--- src/rtl/calendar_pkg.sv ---
// Shared types, constants and date helpers for the calendar_date block.
package calendar_pkg;

    localparam int unsigned FIELD_W   = 7;
    localparam int unsigned DIM_W     = 5;
    localparam int unsigned BLINK_W   = 6;
    localparam int unsigned WDAY_W    = 3;
    localparam int unsigned YEAR_MAX  = 99;
    localparam int unsigned MONTH_MAX = 12;

    typedef enum logic [1:0] {
        ST_NORM  = 2'd0,
        ST_SET_Y = 2'd1,
        ST_SET_M = 2'd2,
        ST_SET_D = 2'd3
    } state_e;

    localparam logic [BLINK_W-1:0] BLINK_NORM = 6'b000000;
    localparam logic [BLINK_W-1:0] BLINK_Y    = 6'b110000;
    localparam logic [BLINK_W-1:0] BLINK_M    = 6'b001100;
    localparam logic [BLINK_W-1:0] BLINK_D    = 6'b000011;

    // Blink code shown for a given state; shared format with the clock block.
    function automatic logic [BLINK_W-1:0] blink_of(input state_e st);
        logic [BLINK_W-1:0] code;
        code = BLINK_NORM;
        case (st)
            ST_SET_Y: code = BLINK_Y;
            ST_SET_M: code = BLINK_M;
            ST_SET_D: code = BLINK_D;
            default:  code = BLINK_NORM;
        endcase
        return code;
    endfunction

    // Sakamoto month-offset table: 0,3,2,5,0,3,5,1,4,6,2,4 for Jan..Dec.
    function automatic logic [2:0] sakamoto_offset(input logic [FIELD_W-1:0] month);
        logic [2:0] off;
        off = 3'd0;
        case (month)
            7'd1:    off = 3'd0;
            7'd2:    off = 3'd3;
            7'd3:    off = 3'd2;
            7'd4:    off = 3'd5;
            7'd5:    off = 3'd0;
            7'd6:    off = 3'd3;
            7'd7:    off = 3'd5;
            7'd8:    off = 3'd1;
            7'd9:    off = 3'd4;
            7'd10:   off = 3'd6;
            7'd11:   off = 3'd2;
            7'd12:   off = 3'd4;
            default: off = 3'd0;
        endcase
        return off;
    endfunction

    // Day of week (0 = Sunday) for 2000+year / month / day.
    function automatic logic [WDAY_W-1:0] weekday_of(input logic [FIELD_W-1:0] year,
                                                     input logic [FIELD_W-1:0] month,
                                                     input logic [FIELD_W-1:0] day);
        int unsigned y;
        int unsigned s;
        y = 32'd2000 + 32'(year);
        if (month < 7'd3) y = y - 32'd1;
        s = y + y / 32'd4 - y / 32'd100 + y / 32'd400
            + 32'(sakamoto_offset(month)) + 32'(day);
        return WDAY_W'(s % 32'd7);
    endfunction

endpackage

--- src/rtl/calendar_date_if.sv ---
// Button/carry inputs and date/display outputs of calendar_date.
// Optional weekday output present when CALENDAR_WEEKDAY_EN is defined.
interface calendar_date_if;
    import calendar_pkg::*;

    logic                 mode;
    logic                 up;
    logic                 down;
    logic                 left;
    logic                 right;
    logic                 enter;
    logic                 esc;
    logic                 day_carry;
    logic                 norm;
    logic [FIELD_W-1:0]   year;
    logic [FIELD_W-1:0]   month;
    logic [FIELD_W-1:0]   day;
    logic [BLINK_W-1:0]   blink;
`ifdef CALENDAR_WEEKDAY_EN
    logic [WDAY_W-1:0]    weekday;
`endif

    modport master (
        output mode, up, down, left, right, enter, esc, day_carry,
`ifdef CALENDAR_WEEKDAY_EN
        input  weekday,
`endif
        input  norm, year, month, day, blink
    );

    modport slave (
        input  mode, up, down, left, right, enter, esc, day_carry,
`ifdef CALENDAR_WEEKDAY_EN
        output weekday,
`endif
        output norm, year, month, day, blink
    );

endinterface

--- src/rtl/cal_month_len.sv ---
// Combinational days-in-month lookup for a given month and leap flag.
module cal_month_len
    import calendar_pkg::*;
(
    input  logic [FIELD_W-1:0] month,
    input  logic               leap,
    output logic [DIM_W-1:0]   dim_c
);

    always_comb begin
        dim_c = 5'd31;
        case (month)
            7'd2:                    dim_c = leap ? 5'd29 : 5'd28;
            7'd4, 7'd6, 7'd9, 7'd11: dim_c = 5'd30;
            default:                 dim_c = 5'd31;
        endcase
    end

endmodule

--- src/rtl/calendar_date.sv ---
// Year/month/day keeper (2000-2099) advanced by the clock's midnight carry,
// with button-driven set mode. Define CALENDAR_WEEKDAY_EN for a weekday output.
module calendar_date
    import calendar_pkg::*;
#(
    parameter int unsigned RESET_YEAR  = 17,
    parameter int unsigned RESET_MONTH = 6,
    parameter int unsigned RESET_DAY   = 13
) (
    input  logic            clk,
    input  logic            rst_n,
    calendar_date_if.slave  bus
);

    localparam int unsigned BTN_W = 6;

    state_e             state_q, state_n;
    logic [FIELD_W-1:0] year_q, month_q, day_q;
    logic [FIELD_W-1:0] year_a, month_a, day_a, day_n;
    logic               norm_q;
    logic [BLINK_W-1:0] blink_q;
    logic [BTN_W-1:0]   btn_lvl, btn_q, btn_p;
    logic               carry_q, carry_ev;
    logic [DIM_W-1:0]   dim_cur, dim_new;

    // Button order: up, down, left, right, enter, esc.
    assign btn_lvl  = {bus.up, bus.down, bus.left, bus.right, bus.enter, bus.esc};
    assign btn_p    = btn_lvl & ~btn_q;
    assign carry_ev = bus.day_carry & ~carry_q;

    logic up_p, down_p, left_p, right_p, enter_p, esc_p;
    assign {up_p, down_p, left_p, right_p, enter_p, esc_p} = btn_p;

    // Month length of the current date drives advance and day-field wrap.
    cal_month_len u_dim_cur (
        .month (month_q),
        .leap  (year_q[1:0] == 2'b00),
        .dim_c (dim_cur)
    );

    // Month length of the adjusted date drives the day clamp.
    cal_month_len u_dim_new (
        .month (month_a),
        .leap  (year_a[1:0] == 2'b00),
        .dim_c (dim_new)
    );

    // Next state and adjusted date fields.
    always_comb begin
        state_n = state_q;
        year_a  = year_q;
        month_a = month_q;
        day_a   = day_q;
        unique case (state_q)
            ST_NORM: begin
                if (bus.mode && enter_p) state_n = ST_SET_Y;
                if (carry_ev) begin
                    if (day_q >= FIELD_W'(dim_cur)) begin
                        day_a = 7'd1;
                        if (month_q >= FIELD_W'(MONTH_MAX)) begin
                            month_a = 7'd1;
                            year_a  = (year_q >= FIELD_W'(YEAR_MAX)) ? 7'd0 : year_q + 7'd1;
                        end else begin
                            month_a = month_q + 7'd1;
                        end
                    end else begin
                        day_a = day_q + 7'd1;
                    end
                end
            end
            ST_SET_Y, ST_SET_M, ST_SET_D: begin
                if (bus.mode) begin
                    if (esc_p) begin
                        state_n = ST_NORM;
                    end else begin
                        if (left_p && !right_p) begin
                            case (state_q)
                                ST_SET_Y: state_n = ST_SET_D;
                                ST_SET_D: state_n = ST_SET_M;
                                default:  state_n = ST_SET_Y;
                            endcase
                        end else if (right_p && !left_p) begin
                            case (state_q)
                                ST_SET_Y: state_n = ST_SET_M;
                                ST_SET_M: state_n = ST_SET_D;
                                default:  state_n = ST_SET_Y;
                            endcase
                        end
                        // Adjust targets the field blinking before any move.
                        if (up_p ^ down_p) begin
                            case (state_q)
                                ST_SET_Y: begin
                                    if (up_p) year_a = (year_q >= FIELD_W'(YEAR_MAX)) ? 7'd0 : year_q + 7'd1;
                                    else      year_a = (year_q == 7'd0) ? FIELD_W'(YEAR_MAX) : year_q - 7'd1;
                                end
                                ST_SET_M: begin
                                    if (up_p) month_a = (month_q >= FIELD_W'(MONTH_MAX)) ? 7'd1 : month_q + 7'd1;
                                    else      month_a = (month_q <= 7'd1) ? FIELD_W'(MONTH_MAX) : month_q - 7'd1;
                                end
                                default: begin
                                    if (up_p) day_a = (day_q >= FIELD_W'(dim_cur)) ? 7'd1 : day_q + 7'd1;
                                    else      day_a = (day_q <= 7'd1) ? FIELD_W'(dim_cur) : day_q - 7'd1;
                                end
                            endcase
                        end
                    end
                end
            end
            default: state_n = ST_NORM;
        endcase
    end

    // Clamp the day to the length of the (possibly changed) month.
    always_comb begin
        day_n = day_a;
        if (day_a > FIELD_W'(dim_new)) day_n = FIELD_W'(dim_new);
    end

    always_ff @(posedge clk or negedge rst_n) begin
        if (!rst_n) begin
            state_q <= ST_NORM;
            year_q  <= FIELD_W'(RESET_YEAR);
            month_q <= FIELD_W'(RESET_MONTH);
            day_q   <= FIELD_W'(RESET_DAY);
            norm_q  <= 1'b1;
            blink_q <= BLINK_NORM;
            btn_q   <= '0;
            carry_q <= 1'b0;
        end else begin
            state_q <= state_n;
            year_q  <= year_a;
            month_q <= month_a;
            day_q   <= day_n;
            norm_q  <= (state_n == ST_NORM);
            blink_q <= blink_of(state_n);
            btn_q   <= btn_lvl;
            carry_q <= bus.day_carry;
        end
    end

    assign bus.norm  = norm_q;
    assign bus.year  = year_q;
    assign bus.month = month_q;
    assign bus.day   = day_q;
    assign bus.blink = blink_q;

`ifdef CALENDAR_WEEKDAY_EN
    localparam logic [WDAY_W-1:0] RESET_WDAY =
        weekday_of(FIELD_W'(RESET_YEAR), FIELD_W'(RESET_MONTH), FIELD_W'(RESET_DAY));

    logic [WDAY_W-1:0] wday_q;

    // Weekday follows the registered date one cycle later.
    always_ff @(posedge clk or negedge rst_n) begin
        if (!rst_n) wday_q <= RESET_WDAY;
        else        wday_q <= weekday_of(year_q, month_q, day_q);
    end

    assign bus.weekday = wday_q;
`endif

endmodule

--- src/flat_wrapper.sv ---
// flat-port wrapper written by rule: the top's interface ports become plain ports
module calendar_date_flat import calendar_pkg::*;
#(
    parameter int unsigned RESET_YEAR  = 17,
    parameter int unsigned RESET_MONTH = 6,
    parameter int unsigned RESET_DAY   = 13
)
  (clk, rst_n, bus_mode, bus_up, bus_down, bus_left, bus_right, bus_enter, bus_esc, bus_day_carry, bus_norm, bus_year, bus_month, bus_day, bus_blink);
  calendar_date_if bus_i ();
  input  logic clk;
  input  logic rst_n;
  input wire logic [$bits(bus_i.mode)-1:0] bus_mode;
  input wire logic [$bits(bus_i.up)-1:0] bus_up;
  input wire logic [$bits(bus_i.down)-1:0] bus_down;
  input wire logic [$bits(bus_i.left)-1:0] bus_left;
  input wire logic [$bits(bus_i.right)-1:0] bus_right;
  input wire logic [$bits(bus_i.enter)-1:0] bus_enter;
  input wire logic [$bits(bus_i.esc)-1:0] bus_esc;
  input wire logic [$bits(bus_i.day_carry)-1:0] bus_day_carry;
  output wire logic [$bits(bus_i.norm)-1:0] bus_norm;
  output wire logic [$bits(bus_i.year)-1:0] bus_year;
  output wire logic [$bits(bus_i.month)-1:0] bus_month;
  output wire logic [$bits(bus_i.day)-1:0] bus_day;
  output wire logic [$bits(bus_i.blink)-1:0] bus_blink;
  assign bus_i.mode = bus_mode;
  assign bus_i.up = bus_up;
  assign bus_i.down = bus_down;
  assign bus_i.left = bus_left;
  assign bus_i.right = bus_right;
  assign bus_i.enter = bus_enter;
  assign bus_i.esc = bus_esc;
  assign bus_i.day_carry = bus_day_carry;
  assign bus_norm = bus_i.norm;
  assign bus_year = bus_i.year;
  assign bus_month = bus_i.month;
  assign bus_day = bus_i.day;
  assign bus_blink = bus_i.blink;
  calendar_date #(.RESET_YEAR(RESET_YEAR), .RESET_MONTH(RESET_MONTH), .RESET_DAY(RESET_DAY)) u_core (.clk(clk), .rst_n(rst_n), .bus(bus_i));
endmodule
--- config.mk ---
export PLATFORM = sky130hd
export DESIGN_NAME = calendar_date_flat
export DESIGN_NICKNAME = d
export VERILOG_FILES = /design/src/rtl/calendar_pkg.sv /design/src/rtl/calendar_date_if.sv /design/src/rtl/cal_month_len.sv /design/src/rtl/calendar_date.sv /design/src/flat_wrapper.sv
export SDC_FILE = /design/constraint.sdc
export NUM_CORES = 1
export LEC_CHECK = 0
export BUFFER_PORTS_ARGS = -buffer_cell sky130_fd_sc_hd__buf_2
export CORE_MARGIN = 1.5
export CORE_UTILIZATION = 59
export CTS_CLUSTER_SIZE = 20
export DETAILED_ROUTE_END_ITERATION = 10
export PLACE_DENSITY = 0.81
export SLEW_MARGIN = 20
export SYNTH_ARGS = -nofsm -noshare
export SYNTH_HDL_FRONTEND = slang
export SYNTH_SLANG_ARGS = --single-unit
--- constraint.sdc ---
create_clock -name clk -period 5.8 [get_ports clk]
set_clock_uncertainty 0.1 [all_clocks]
set_input_delay 1.16 -clock clk [delete_from_list [all_inputs] [get_ports clk]]
set_output_delay 1.16 -clock clk [all_outputs]
set_load 0.03 [all_outputs]
* Yosys cells after proc, flatten, opt, wreduce, memory -nomap -nowiden
Index checks and enable logic that the tools add are counted.
** Storage, ports and cells
- Input port bits :: 10
- Register bits :: 37
** Cells by class
- Eq/ne operators :: 23
- Order comparisons :: 6
- Muxes and demuxes :: 44
- Bitwise logic cells :: 5
- Add/subtract/negate cells :: 6
- Reductions and logical operators :: 15
** Operator list (number)
- 7-bit two-way mux :: 28
- 7-bit one-hot mux with 2 select lines :: 3
- 7-bit by 3-bit == test with 1-bit output (second input constant) :: 4
- 7-bit by 4-bit == test with 1-bit output (second input constant) :: 4
- 7-bit by 1-bit adder with 7-bit output (second input constant) :: 3
- 7-bit by 1-bit subtractor with 7-bit output (second input constant) :: 3
- 5-bit one-hot mux with 2 select lines :: 2
- 6-bit one-hot mux with 3 select lines :: 1
- 7-bit by 2-bit == test with 1-bit output (second input constant) :: 2
- 7-bit by 1-bit <= comparator with 1-bit output (second input constant) :: 2
- 2-bit one-hot mux with 2 select lines :: 3
- 2-bit two-way mux :: 5
- 2-bit by 1-bit != test with 1-bit output (second input constant) :: 5
- 2-bit == test (second input constant) :: 4
- 2-bit logical NOT :: 4
- 4-bit OR reduction :: 2
- 7-bit by 4-bit >= comparator with 1-bit output (second input constant) :: 1
- 7-bit by 5-bit >= comparator with 1-bit output :: 1
- 7-bit >= comparator (second input constant) :: 1
- 7-bit by 5-bit > comparator with 1-bit output :: 1
- 7-bit logical NOT :: 1
- 7-bit AND reduction :: 1
- 6-bit bitwise AND :: 1
- 6-bit inverter :: 1
- 10 further kinds :: 16

* Depth between registers and ports, before layout
- Depth after elaboration :: 13
- Mapped depth :: 21
- Gate-level depth less buffers :: 20

* Hierarchy
Synthesis repeated with hierarchy kept, for this count alone.
** Unflattened totals
- Cells, all modules :: 375
- Area total of the unflattened synthesis :: 3104.2 um^2
** Modules (own cells, without submodules)
- calendar_date :: area an instance 2941.6 um^2, cells each 349, times used 1
- cal_month_len :: area an instance 81.3 um^2, cells each 13, times used 2

* Worst setup path before layout
OpenSTA, ideal clock, no wires.
- Path type :: reg2reg
- From :: register u_core.month_q[0], in the netlist u_core.bus.month[0]
- To :: register u_core.day_q[1], in the netlist u_core.bus.day[1]
- Cell stages (with the launch flop) :: 21
- Setup slack :: 1.496 ns
- Setup time :: 0.133 ns
- Data arrival time :: 4.071 ns
- Clock period less this slack :: 4.304 ns
- Cell sequence :: dfrtp_1 > clkbuf_1 > inv_1 > ha_1 > nor2_1 > o22ai_1 > a2bb2oi_1 > ha_1 > nand2b_1 > a21bo_1 > nand3_1 > o21ai_0 > a22o_1 > nor4b_1 > and2_1 > ha_1 > nor2b_1 > o21ai_0 > o41ai_4 > a211oi_1 > a21oi_1
** Between the ends
- Longest elaborated chain between the ends :: 13
- Elaborated cells on any way between the ends :: 46
** Ends and longest elaborated chain
- from (decl) :: line calendar_date.sv:18 : logic [FIELD_W-1:0] year_q, month_q, day_q;
- from (signal assigned) :: line calendar_date.sv:123 : month_q <= FIELD_W'(RESET_MONTH);
- from (signal assigned) :: line calendar_date.sv:132 : month_q <= month_a;
- branches (longest 7 deep; another with 7-bit by 5-bit >= comparator with 1-bit output)
- 7-bit one-hot mux with 2 select lines * :: line calendar_date.sv:54 : unique case (state_q)
- named net u_core.month_a[2] :: line calendar_date.sv:19 : logic [FIELD_W-1:0] year_a, month_a, day_a, day_n;
- 7-bit by 3-bit == test with 1-bit output / 7-bit by 4-bit == test with 1-bit output (equally long branches) :: line cal_month_len.sv:12 : case (month)
- 4-bit OR reduction :: line cal_month_len.sv:12
- 5-bit one-hot mux with 2 select lines * :: line cal_month_len.sv:12
- 7-bit by 5-bit > comparator with 1-bit output :: line calendar_date.sv:116 : if (day_a > FIELD_W'(dim_new)) day_n = FIELD_W'(dim_new);
- 7-bit two-way mux * :: line calendar_date.sv:116
- named net u_core.day_n[1] :: line calendar_date.sv:19
- to (signal assigned) :: line calendar_date.sv:124 : day_q <= FIELD_W'(RESET_DAY);
- to (signal assigned) :: line calendar_date.sv:133 : day_q <= day_n;
- to (decl) :: line calendar_date.sv:18
Mark *: on every way through the listed nets, which the timed path passes. The select of a mux whose other input is x is not followed.
A chain may end at the register's enable or synchronous reset.

* Worst setup path after layout
Same ends and word-level chain as after synthesis.

==> results.cfg <==
[outcome]
status = complete, no violations

[drt]
wl_um = 8550
vias = 3226
post-route-drc-count = 0
drt.antenna.violating_nets = 0
first_pass_iters = 5
wl_per_cell_um = 17.6
via_per_inst = 6.65
first_iter_violations = 455

[worst_setup_path]
end_kind = flip-flop
arrival_ns = 4.93
crit_fanout = 12
rr_worst_depth = 19
r2r_end = u_core.bus.day[1]$_DFF_PN0_
r2r_setup_slack_ns = 0.95
cp-start-kind = flip-flop
rr_startpoint = u_core.bus.month[0]$_DFF_PN0_
path_class = flip-flop to flip-flop
cp.required_ns = 5.88

[clock_tree]
clk_root_buffer_cell = clkbuf_8
cts_buffer_depth = 2
numClockSinks = 34
numCtsBuffers = 5
post-cts-setup-buffers = 0
h-tree-depth = 2
cts_hold_buf = 0
clk_latency_ns = 0.30
cts_tree = built
post_cts_resized = 0
cts.clk_slew.worst_paths_ns = 0.08

[pwr]
p_clk_share_pct = 12.5
power_mw = 1.85
combPwrFrac_pct = 63.5
p_leak_nw = 1.48
power-per-cell-area_nw_per_um2 = 535
switching_share_pct = 53.7
cellInternalPower_mw = 0.855
switching_power_mw = 0.992
vdd_drop_max_uv = 319
sequentialPowerShare_pct = 24.0

[logic_synthesis]
synthDominantCellAreaShare_pct = 20.7
synth_area_leaders = dfrtp_1, ha_1, dfstp_2
yosysUniqueCellTypes = 70
yosys_warnings = 0
synthArstFlopShare_pct = 100
yosysTopAreaCell = dfrtp_1
synth_ff_type = dfrtp_1
ys_seq_area_share_pct = 27.4
synthCells = 389
syn_area_um2 = 3140
synth_edf_count = 0
synth_area_per_cell_um2 = 8.08
yosys_register_bits = 34

[die]
rows = 26
start_util_pct = 61.5
die-width_um = 76.0
io_pins = 38
dieArea_um2 = 5770
core_um2 = 5110
die_h_um = 76.0

[sta]
final.period_utilization_pct = 83.7
slew_viol_final = 0
slew_headroom_pct = 48.1
tightest_slew_ns = 0.778
rsz0062_at_grt = no
hold_viol_final = 0
post-route-min-period_ns = 4.85
setup-violations-final = 0
setup-tns-final_ns = 0
fmax_ghz = 0.206
setup_slack_ns = 0.947

[worst_hold_path]
hold-path-endpoint = u_core.bus.year[4]$_DFFE_PN1P_
whs_path_depth = 1
hold_start = u_core.bus.year[4]$_DFFE_PN1P_
hp-class = flip-flop to flip-flop

[place]
numPortBuffers = 37
placed_cell_area_um2 = 3340
preCtsSetupSlack_ns = 1.15
dp_hpwl_um = 6100
place.gp.congestion = 0.998

[layout]
area_growth_pct = 9.83
fin_util_pct = 67.6
antennaDiodeCount = 0
design_area_um2 = 3450
nNetsFinal = 444
drive_above_1_share_pct = 17.6

[global_routing]
overflow = 0
grt_pass1_vias = 2857
track_usage_pct = 30.0
grt_max_degree = 35
grt_pass1_wl_um = 14100
antenna_found_initial = 0

[job]
drv_cap = 0
[area by class of cell]
class | count | area (um^2)
Multi-Input combinational cell | 313 | 2100
Clock buffer | 5 | 68.8
Timing Repair Buffer | 42 | 223
Clock inverter | 3 | 45.0
Sequential cell | 34 | 861
Tap cell | 70 | 87.6
Inverter | 18 | 67.6
Fill cell | 442 | 1660
[worst max-delay path by stage]
stage	from	endpoint	slack [ns]
floorplan	u_core.bus.month[0]$_DFF_PN0_	u_core.bus.day[1]$_DFF_PN0_	1.50
global placement	bus_down	u_core.bus.day[1]$_DFF_PN0_	1.35
detailed placement	u_core.bus.month[1]$_DFF_PN1_	u_core.bus.day[1]$_DFF_PN0_	1.15
CTS	u_core.bus.month[1]$_DFF_PN1_	u_core.bus.day[1]$_DFF_PN0_	1.12
global route	u_core.bus.month[0]$_DFF_PN0_	u_core.bus.day[1]$_DFF_PN0_	0.66
finish	u_core.bus.month[0]$_DFF_PN0_	u_core.bus.day[1]$_DFF_PN0_	0.95
[metal layers]
layer,wire length [um],track usage [%]
met5,0,0
met2,3960,48.4
met4,211,10.2
met3,712,4.79
met1,3670,41.0
[flip-flops by register name, summed over array words and instances (netlist names)]
signal	count
u_core.bus.blink	3
u_core.bus.year	7
u_core.state_q	2
u_core.carry_q	1
u_core.btn_q	6
u_core.bus.day	7
u_core.bus.norm	1
u_core.bus.month	7
[power groups by stage]
stage          clock (mW)  combinational (mW)  sequential, mW
3_3_place_gp            0                1.12           0.439
6_report            0.231                1.17           0.443
4_1_cts             0.233                1.15           0.437
5_1_grt             0.243                1.27           0.455
2_1_floorplan           0               0.822           0.487
3_5_place_dp            0                1.14           0.442
[logic make-up (layout without fill, tap and decap cells)]
family / Yosys count / after routing / share of synthesized area (%)
xor+xnor: 7 / 7 / 2.19
compound gates: 125 / 125 / 29.1
fa+ha+maj: 20 / 20 / 7.96
flops: 34 / 34 / 27.4
buf+inv: 43 / 68 / 5.93
mux: 1 / 1 / 0.358
simple gates: 158 / 158 / 27.0
other cells: 1 / 2 / 0.119
[stage by stage]
stage	hold WS (ns)	cells
global placement	0.510	477
detailed placement	0.515	477
CTS	0.527	485
floorplan	0.509	390
finish	0.526	485
global route	0.552	485
[layout by cell type, fill, tap and decap left out, types with 9 or more instances in the layout]
master and instances:
a21oi_1 22, nand2b_1 12, inv_1 18, dfrtp_1 26
ha_1 20, buf_2 37, nand2_1 29, nand3_1 24
nor2_1 26, a31oi_1 9, o22ai_1 9, nor3_1 14
o21ai_0 22
[Yosys cell counts (3+ instances only)]
master and number:
nor3_1 14, o22ai_1 9, o31ai_1 8, clkbuf_1 18
ha_1 20, and3_1 7, or3_1 5, a31oi_1 9
nand2b_1 12, a21o_1 6, nor4_1 6, a22oi_1 3
and2_1 4, nor3_2 3, inv_1 18, dfstp_2 8
o211ai_1 5, nand4_1 4, nor2_1 26, nand2_1 29
or4_1 3, nor2b_1 5, nand3_1 24, o21ai_0 22
nand4b_1 3, buf_4 4, xnor2_1 4, a21oi_1 22
a32oi_1 3, dfrtp_1 26, nor4b_1 4, a211oi_1 7
[worst max-delay path: stages, from the launching register on]
cell and delay (ns):
dfrtp_1 0.56, inv_1 0.19, ha_1 0.25, nor2_1 0.10
o22ai_1 0.08, a2bb2oi_1 0.26, ha_1 0.16, nand2b_1 0.21
a21boi_4 0.11, nor3_1 0.53, a31oi_1 0.17, o22ai_1 0.31
nor4b_1 0.29, and2_1 0.21, ha_1 0.25, nor2b_1 0.13
o21ai_0 0.30, o41ai_4 0.13, a211oi_1 0.30, a21oi_1 0.09
(Power assumes the default switching activity.)
